==> src/rtl/mult_div_pkg.sv <==
// Shared definitions for the iterative multiply/divide unit.
// Operation codes, FSM states and default operand width.
package mult_div_pkg;

  localparam int WIDTH_DEF = 32;

  typedef enum logic [1:0] {
    OP_MULT  = 2'b00,
    OP_MULTU = 2'b01,
    OP_DIV   = 2'b10,
    OP_DIVU  = 2'b11
  } op_e;

  typedef enum logic [1:0] {
    IDLE = 2'd0,
    CALC = 2'd1,
    FIX  = 2'd2,
    DONE = 2'd3
  } state_e;

  // Two's-complement magnitude when the value is treated as signed
  function automatic logic [WIDTH_DEF-1:0] mag(
    input logic                 sgn,
    input logic [WIDTH_DEF-1:0] v
  );
    return (sgn && v[WIDTH_DEF-1]) ? -v : v;
  endfunction

endpackage

==> src/rtl/mult_div_core.sv <==
// Unsigned iterative datapath: shift-add multiply and
// restoring divide sharing one 33-bit adder/subtractor.
module mult_div_core
  import mult_div_pkg::*;
#(
  parameter int WIDTH  = WIDTH_DEF,
  parameter int CYCLES = WIDTH
) (
  input  logic             clk,
  input  logic             rst,
  input  logic             load,
  input  logic             step,
  input  logic             is_div,
  input  logic [WIDTH-1:0] a_in,
  input  logic [WIDTH-1:0] b_in,
  output logic [WIDTH-1:0] hi,
  output logic [WIDTH-1:0] lo,
  output logic             last
);

  localparam int CW = $clog2(CYCLES);
  localparam logic [CW-1:0] LAST_CNT = CW'(CYCLES - 1);

  logic [WIDTH-1:0] hi_q, hi_d;
  logic [WIDTH-1:0] lo_q, lo_d;
  logic [WIDTH-1:0] b_q, b_d;
  logic [CW-1:0]    cnt_q, cnt_d;

  logic [WIDTH:0] add_a;
  logic [WIDTH:0] add_b;
  logic [WIDTH:0] sum;

  // Shared adder: add for multiply, trial subtract for divide
  always_comb begin
    if (is_div) begin
      add_a = {hi_q, lo_q[WIDTH-1]};
      add_b = ~{1'b0, b_q};
    end else begin
      add_a = {1'b0, hi_q};
      add_b = lo_q[0] ? {1'b0, b_q} : '0;
    end
    sum = add_a + add_b + {{WIDTH{1'b0}}, is_div};
  end

  // Next-state of the shift registers and iteration counter
  always_comb begin
    hi_d  = hi_q;
    lo_d  = lo_q;
    b_d   = b_q;
    cnt_d = cnt_q;
    if (load) begin
      hi_d  = '0;
      lo_d  = a_in;
      b_d   = b_in;
      cnt_d = '0;
    end else if (step) begin
      cnt_d = cnt_q + 1'b1;
      if (is_div) begin
        if (!sum[WIDTH]) begin
          hi_d = sum[WIDTH-1:0];
          lo_d = {lo_q[WIDTH-2:0], 1'b1};
        end else begin
          hi_d = add_a[WIDTH-1:0];
          lo_d = {lo_q[WIDTH-2:0], 1'b0};
        end
      end else begin
        hi_d = sum[WIDTH:1];
        lo_d = {sum[0], lo_q[WIDTH-1:1]};
      end
    end
  end

  // Datapath registers
  always_ff @(posedge clk or posedge rst) begin
    if (rst) begin
      hi_q  <= '0;
      lo_q  <= '0;
      b_q   <= '0;
      cnt_q <= '0;
    end else begin
      hi_q  <= hi_d;
      lo_q  <= lo_d;
      b_q   <= b_d;
      cnt_q <= cnt_d;
    end
  end

  assign hi   = hi_q;
  assign lo   = lo_q;
  assign last = (cnt_q == LAST_CNT);

endmodule

==> src/rtl/mult_div_unit.sv <==
// Multi-cycle MULT/MULTU/DIV/DIVU unit with start/busy/done
// handshake; signs are stripped on entry and restored in FIX.
module mult_div_unit
  import mult_div_pkg::*;
#(
  parameter int WIDTH  = WIDTH_DEF,
  parameter int CYCLES = WIDTH
) (
  input  logic               Clk,
  input  logic               Rst,
  input  logic               Start,
  input  logic [1:0]         Op,
  input  logic [WIDTH-1:0]   A,
  input  logic [WIDTH-1:0]   B,
  output logic               Busy,
  output logic               Done,
  output logic [2*WIDTH-1:0] Result
);

  state_e state_q, state_d;
  logic   div_q, div_d;
  logic   sgn_q, sgn_d;
  logic   neg_q, neg_d;
  logic   rneg_q, rneg_d;
  logic   bz_q, bz_d;
  logic   busy_q, busy_d;
  logic   done_q, done_d;
  logic [2*WIDTH-1:0] result_q, result_d;

  logic             load;
  logic             step;
  logic             last;
  logic             in_sgn;
  logic [WIDTH-1:0] a_abs;
  logic [WIDTH-1:0] b_abs;
  logic [WIDTH-1:0] hi;
  logic [WIDTH-1:0] lo;
  logic [WIDTH-1:0] quo;
  logic [WIDTH-1:0] rem;
  logic [2*WIDTH-1:0] prod;
  logic [2*WIDTH-1:0] fixed;

  assign in_sgn = ~Op[0];
  assign a_abs  = in_sgn && A[WIDTH-1] ? -A : A;
  assign b_abs  = in_sgn && B[WIDTH-1] ? -B : B;

  mult_div_core #(
    .WIDTH (WIDTH),
    .CYCLES(CYCLES)
  ) u_core (
    .clk   (Clk),
    .rst   (Rst),
    .load  (load),
    .step  (step),
    .is_div(div_q),
    .a_in  (a_abs),
    .b_in  (b_abs),
    .hi    (hi),
    .lo    (lo),
    .last  (last)
  );

  // Sign restoration; divide-by-zero keeps the all-ones quotient
  always_comb begin
    prod = {hi, lo};
    quo  = lo;
    rem  = hi;
    if (sgn_q && neg_q) prod = -{hi, lo};
    if (sgn_q && neg_q && !bz_q) quo = -lo;
    if (sgn_q && rneg_q) rem = -hi;
    fixed = div_q ? {rem, quo} : prod;
  end

  // Handshake FSM next-state and operand sign capture
  always_comb begin
    state_d  = state_q;
    div_d    = div_q;
    sgn_d    = sgn_q;
    neg_d    = neg_q;
    rneg_d   = rneg_q;
    bz_d     = bz_q;
    busy_d   = busy_q;
    done_d   = 1'b0;
    result_d = result_q;
    load     = 1'b0;
    step     = 1'b0;
    unique case (state_q)
      IDLE, DONE: begin
        state_d = IDLE;
        if (Start) begin
          load    = 1'b1;
          div_d   = Op[1];
          sgn_d   = in_sgn;
          neg_d   = A[WIDTH-1] ^ B[WIDTH-1];
          rneg_d  = A[WIDTH-1];
          bz_d    = (B == '0);
          busy_d  = 1'b1;
          state_d = CALC;
        end
      end
      CALC: begin
        step = 1'b1;
        if (last) state_d = FIX;
      end
      FIX: begin
        result_d = fixed;
        done_d   = 1'b1;
        busy_d   = 1'b0;
        state_d  = DONE;
      end
      default: state_d = IDLE;
    endcase
  end

  // Control and result registers
  always_ff @(posedge Clk or posedge Rst) begin
    if (Rst) begin
      state_q  <= IDLE;
      div_q    <= 1'b0;
      sgn_q    <= 1'b0;
      neg_q    <= 1'b0;
      rneg_q   <= 1'b0;
      bz_q     <= 1'b0;
      busy_q   <= 1'b0;
      done_q   <= 1'b0;
      result_q <= '0;
    end else begin
      state_q  <= state_d;
      div_q    <= div_d;
      sgn_q    <= sgn_d;
      neg_q    <= neg_d;
      rneg_q   <= rneg_d;
      bz_q     <= bz_d;
      busy_q   <= busy_d;
      done_q   <= done_d;
      result_q <= result_d;
    end
  end

  assign Busy   = busy_q;
  assign Done   = done_q;
  assign Result = result_q;

endmodule
==> config.mk <==
export PLATFORM = sky130hd
export DESIGN_NAME = mult_div_unit
export DESIGN_NICKNAME = d
export VERILOG_FILES = /design/src/rtl/mult_div_pkg.sv /design/src/rtl/mult_div_core.sv /design/src/rtl/mult_div_unit.sv
export SDC_FILE = /design/constraint.sdc
export NUM_CORES = 1
export LEC_CHECK = 0
export CORE_ASPECT_RATIO = 1.75
export CORE_MARGIN = 1.5
export CORE_UTILIZATION = 50
export CTS_CLUSTER_SIZE = 14
export DETAILED_ROUTE_END_ITERATION = 16
export PLACE_DENSITY = 0.68
export SYNTH_ARGS = -nofsm -noshare
export SYNTH_HDL_FRONTEND = slang
export SYNTH_SLANG_ARGS = --single-unit
==> constraint.sdc <==
create_clock -name Clk -period 19.9 [get_ports Clk]
set_input_delay 4.975 -clock Clk [delete_from_list [all_inputs] [get_ports Clk]]
set_output_delay 4.975 -clock Clk [all_outputs]
set_load 0.02 [all_outputs]
==> flow_summary.toml <==
[outcome]
outcome = "finished clean"

[setup_path]
rr_endpoint = "u_core.hi[19]$_DFFE_PP0P_"
cp-end-kind = "register"
start_kind = "input pin"
critical_path.cell_chain = "clkdlybuf4s50_1, or4_1, nor4_2, or3b_2, nor4b_2, nor2b_1, nor2_1, xnor2_1, o21ai_0"
crit_slowest_cell = "or4_1"
critical_path_buf_inv_count = 1
path_class = "input pin to register"
slowest_delay_ps = 620
worstPathRequired_ps = 20200
reg2reg_depth = 15
path_delay_family = "simple AND/OR/NAND/NOR gates"
r2r_slack_ps = 13960
reg2reg_from = "div_q$_DFFE_PP0P_"
cp.arrival_ps = 7820
cp_max_fo = 5

[pwr]
finalPower_mw = 2.90
switchingPower_mw = 1.49
swShare_pct = 51.5
internal-power_mw = 1.41
pwr_density_cell_nw_per_um2 = 192
pwr-share-clk_pct = 11.9
p_comb_share_pct = 62.3
ir_drop_mv = 0.0835
power_leakage_nw = 6.03
seq_power_share_pct = 25.8

[clocking]
numCtsBuffers = 17
htreeDepth = 4
cts_tree = "yes"
holdBufCountCts = 0
path_clk_slew_ps = 70
insertion_delay_ps = 460
cts_setup_buffers = 0
clk_path_buf_depth = 2
ctsResizeCount = 0
clock-sinks = 174
root_buffer = "clkbuf_16"

[yosys]
syn_area_per_cell_sq_um = 8.10
synth-edff-count = 0
async_flop_share_pct = 100
synthCells = 1619
ys_ff_latch = 174
postSynthNetCount = 1730
ys_seq_area_share_pct = 33.2
synth_ff_type = "dfrtp_1"
ys_types = 78
ys_warn_count = 0
syn-cell-area_sq_um = 13100

[grt]
grt_max_degree = 124
antenna_found_initial = 0
grt_pass1_wl_um = 65500
grt_overflow = 0
grt.total_usage_pct = 30.9
grt_pass1_vias = 12400

[hold_path]
hold_end = "Result[51]$_DFFE_PP0P_"
hp-class = "register to register"
hold_start = "Result[51]$_DFFE_PP0P_"
hold_path_depth = 1

[flow_run]
cap_viol_max_count = 0

[floorplan]
ios = 135
coreArea_sq_um = 25900
die-width_um = 125
die_h_um = 217
die_area_sq_um = 27200
rows = 78
start_util_pct = 50.7

[detailed_routing]
drcViolationCount = 0
via_count = 12400
wl_per_cell_um = 20.8
drt_first_pass_iters = 8
wl_um = 41700
ant_nets = 0
drt_iter0_markers = 717
via_per_inst = 6.18

[layout]
diodes = 0
fin_util_pct = 58.5
syn_to_final_growth_pct = 15.4
nets = 1780
fin_area_sq_um = 15100
drive_gt1_share_pct = 6.30

[sta]
period_needed_ps = 7530
fin_worst_skew_ps = 8.54
slew_headroom_pct = 30.8
setup_viol = 0
maxSlewViolCount = 0
fin_crit_sh_pct = 37.8
setup_tns_ps = 0
rsz0062_at_grt = "no"
hold_viol = 0
tightest_slew_ps = 1040
timing.fmax_mhz = 133

[place]
io_buffers = 134
gp_congestion = 0.965
dp_hpwl_um = 31200
dpl_cell_area_sq_um = 14500
power by group through the flow:
stage               combinational, mW  clock, mW  sequential [mW]
floorplan                        1.24          0            0.713
global placement                 1.76          0            0.747
detailed placement               1.78          0            0.750
CTS                              1.79      0.349            0.745
global route                     1.98      0.363            0.766
finish                           1.80      0.345            0.749
sequential cells by signal, indices dropped and copies added, names as in the netlist:
register      flops
Busy              1
Done              1
Result           64
bz_q              1
div_q             1
neg_q             1
rneg_q            1
sgn_q             1
state_q           2
u_core.b_q       32
u_core.cnt_q      5
u_core.hi        32
u_core.lo        32
worst reg2reg max path, stage by stage (launching register included):
cell	delay, ps
dfrtp_4	840
buf_4	810
nor2_2	50
buf_4	250
mux2i_1	340
fa_1	270
inv_1	60
fa_1	420
a211oi_1	320
o211ai_1	170
nand3_1	200
a311o_1	240
nand3_1	550
nand2_1	840
a211oi_1	180
o221a_2	290
how the worst max path moves through the flow:
stage / start / to / slack [ps] / cells after the start
3_3_place_gp: B[8] / u_core.b_q[28]$_DFFE_PP0P_ / 11920 / 9
3_5_place_dp: B[8] / u_core.b_q[28]$_DFFE_PP0P_ / 11880 / 9
4_1_cts: B[8] / u_core.b_q[28]$_DFFE_PP0P_ / 12380 / 9
6_report: B[8] / u_core.b_q[28]$_DFFE_PP0P_ / 12370 / 9
5_1_grt: B[6] / u_core.b_q[28]$_DFFE_PP0P_ / 12200 / 9
2_1_floorplan: Rst / Busy$_DFFE_PP0P_ / 10210 / 1
layout make-up:
class / count / area [sq um]
clock inverter: 14 / 153
multi-input combinational: 1278 / 8140
fill: 2359 / 10700
clock buffer: 18 / 439
sequential: 174 / 4360
tap: 320 / 400
inverter: 51 / 196
timing repair buffer: 147 / 1440
through the flow:
stage               std cells  setup WS, ps  hold WS [ps]
CTS                      2001         12380           510
global placement         1969         11920           484
finish                   2002         12370           505
floorplan                1619         10210           466
detailed placement       1969         11880           493
global route             2002         12200           524
kinds of logic (layout without fill, tap and decap cells):
logic type / count (synthesis) / count (layout) / share of synthesized area (%)
AOI/OAI and AO/OA: 523 / 523 / 24.4
and+or+nand+nor: 497 / 497 / 18.0
DFF: 174 / 174 / 33.2
buffers and inverters: 167 / 230 / 4.94
xor gates and xnor gates: 152 / 152 / 10.2
muxes: 64 / 64 / 5.19
adders and majority gates: 42 / 42 / 4.12
cells in the final DEF, fill, tap and decap left out, drive strengths merged, types with 35 or more instances in the layout:
| cell type | Yosys | final |
|---|---|---|
| nand3 | 41 | 41 |
| clkdlybuf4s50 | 0 | 134 |
| mux2i | 35 | 35 |
| nor2 | 121 | 121 |
| o211ai | 44 | 44 |
| nand2 | 189 | 189 |
| o21ai | 201 | 201 |
| xor2 | 59 | 59 |
| xnor2 | 93 | 93 |
| dfrtp | 174 | 174 |
| inv | 51 | 57 |
| a21oi | 133 | 133 |
| ha | 40 | 40 |
| nor3 | 42 | 42 |
cells in the mapped netlist, drive strengths merged (6+ instances only):
cell type,n,area [sq um]
or4,15,121
nor4,13,93.8
nor2,121,457
inv,51,191
xnor2,93,815
mux2i,35,350
nand2b,12,82.6
o31ai,21,171
xor2,59,517
o211ai,44,330
nand4,13,96.3
nand2,189,709
o211a,8,80.1
and3,8,50.1
o41ai,12,105
nor3,42,220
a211oi,14,105
o21ai,201,1020
buf,20,95.1
nor2b,11,68.8
ha,40,500
clkbuf,96,362
mux2,29,330
o22ai,6,37.5
a21oi,133,666
nand3,41,205
a21o,11,82.6
or3,8,50.1
dfrtp,174,4350
a31oi,18,113
metal layers:
metal | wire [um] | global-route usage [%] | up-vias
met5 | 0 | 0 | -
met3 | 1350 | 4.11 | 160
li1 | - | - | 5908
met2 | 22700 | 58.3 | 369
met4 | 3530 | 24.7 | 0
met1 | 14100 | 29.6 | 5940
(Power assumes the default switching activity.)
==> RTL edit (config.mk and constraints unchanged) <==
The package constant `WIDTH_DEF` goes from 32 to 64.
--- a/src/rtl/mult_div_pkg.sv
+++ b/src/rtl/mult_div_pkg.sv
@@ -2,7 +2,7 @@
 // Operation codes, FSM states and default operand width.
 package mult_div_pkg;
 
-  localparam int WIDTH_DEF = 32;
+  localparam int WIDTH_DEF = 64;
 
   typedef enum logic [1:0] {
     OP_MULT  = 2'b00,
Ports: changed (resized A, B and Result); port bits go from 135 to 263. No check against the original RTL was run, so the function may have changed too.
==> RTL edit against the unedited design <==
Wire length up 120%. Power up 100%. Sequential cell count up 161. Worst setup slack worse by 1300 ps. Design area up 96%. Area after synthesis up 94%. Fmax down 15%. Combinational power up 100%. Highest routed layer unchanged.
==> RTL edit: results (changes against the unedited design) <==
* Status: finished, final reports clean
* Layout cell share with drive strength beyond 1 at 7.591% (+1.3 points)
* Worst EP arrival at 9350 ps (+1530 ps)
* Critical Path End: u_core.b_q[54]
* Crit-path slowest cell: buf_4
* Final net count at 3446 (+94%)
* FF-to-FF End: u_core.hi[42]
* Worst Setup SP: Rst
* Clock buffer depth at 3 (+1)
* Clock buf/inv share at 4.201% (+0.29 points)
* Reg2Reg Depth at 14 (-1)
* Number of fill cells at 4662 (+98%)
* Number of buffer cells added on primary ports at 262 (+96%)
* Ranking of synthesized cells by area: dfrtp_1 33%, o21ai_0 6.8%, nand2_1 5.9%
* Multi-input gate count at 2519 (+97%)
* Number of synthesized register bits at 335 (+93%)
* Multi-input logic area at 16070 sq um (+97%)
* ANT cells at 1 (+1)
* 1st-iter DRT viols at 1598 (+120%)
* CP Max Fanout at 74 (+69)
* Gr usage total at 33.86% (+2.9 points)
* DR pass1 iterations at 6 (-2)
* Post-synthesis cell type count at 83 (+6.4%)
* Worst-Margin Slew at 1244 ps (+205.3 ps)
* Vias in the first global route at 24252 (+95%)
* Mapped cell area at 25510 sq um (+94%)
* HPWL Detailed at 69.23 mm (+120%)
* Pleak at 12.02 nW (+99%)
* H-tree depth at 2 (-2)
* Place WS at 10330 ps (-1550 ps)
* Combinational cell power at 0.00363 W (+100%)
* Via density at 6.134 (-0.79%)
* Sequential element share of the synthesized area at 32.86% (-0.34 points)
* Avg Cell Area, Syn at 8.100 sq um (about the same)
* Worst-Skew Late Latency at 560 ps (+100 ps)
* Largest net degree at the start of global routing at 125 (+0.81%)
* Delay-heaviest family, CP: buffers and inverters
* Non-clock inverters at 54 (+5.9%)
* Max FFs per register at 128 (+100%)
* Setup WS post-layout at 11090 ps (-1286 ps)
* DR WL/cell at 22.91 um (+10%)
* Sequential share of power at 24.9% (-0.9 points)
* Fin area at 29610 sq um (+96%)
* Vias post-DR at 24130 (+95%)
* Most frequent cells after synthesis: 399 x nand2_1, 346 x o21ai_0, 335 x dfrtp_1, 265 x a21oi_1, 265 x nor2_1
* Non-clock buffer share at 9.669% (+0.14 points)
==> RTL edit: cell count changes in the layout (fill, tap and decap cells not counted), sizes merged, moves of 36 or more <==
cell	change
dfrtp	+161
mux2i	+45
mux2	+67
xnor2	+70
nor2	+146
a21oi	+132
xor2	+93
o211ai	+40
nand2	+213
o21ai	+157
clkbuf	+36
clkdlybuf4s50	+128
==> RTL edit: metal layers <==
layer	wire length, um	up-vias	global-route usage [%]
met4	7425	0	25.68
met3	3335	323	3.570
met2	49990	765	66.06
met5	0	-	0
met1	29390	11597	32.27
li1	-	11445	-
==> RTL edit: kinds of logic (layout without fill, tap and decap cells) <==
logic type,after synthesis,in the layout,share of synthesized area (%)
AOI/OAI and AO/OA,971,971,23.03
xor gates and xnor gates,315,315,10.85
adders and majority gates,73,73,3.640
buffers and inverters,295,413,4.449
DFF,335,335,32.86
muxes,176,176,7.377
other,0,1,0
and+or+nand+nor,984,984,17.79
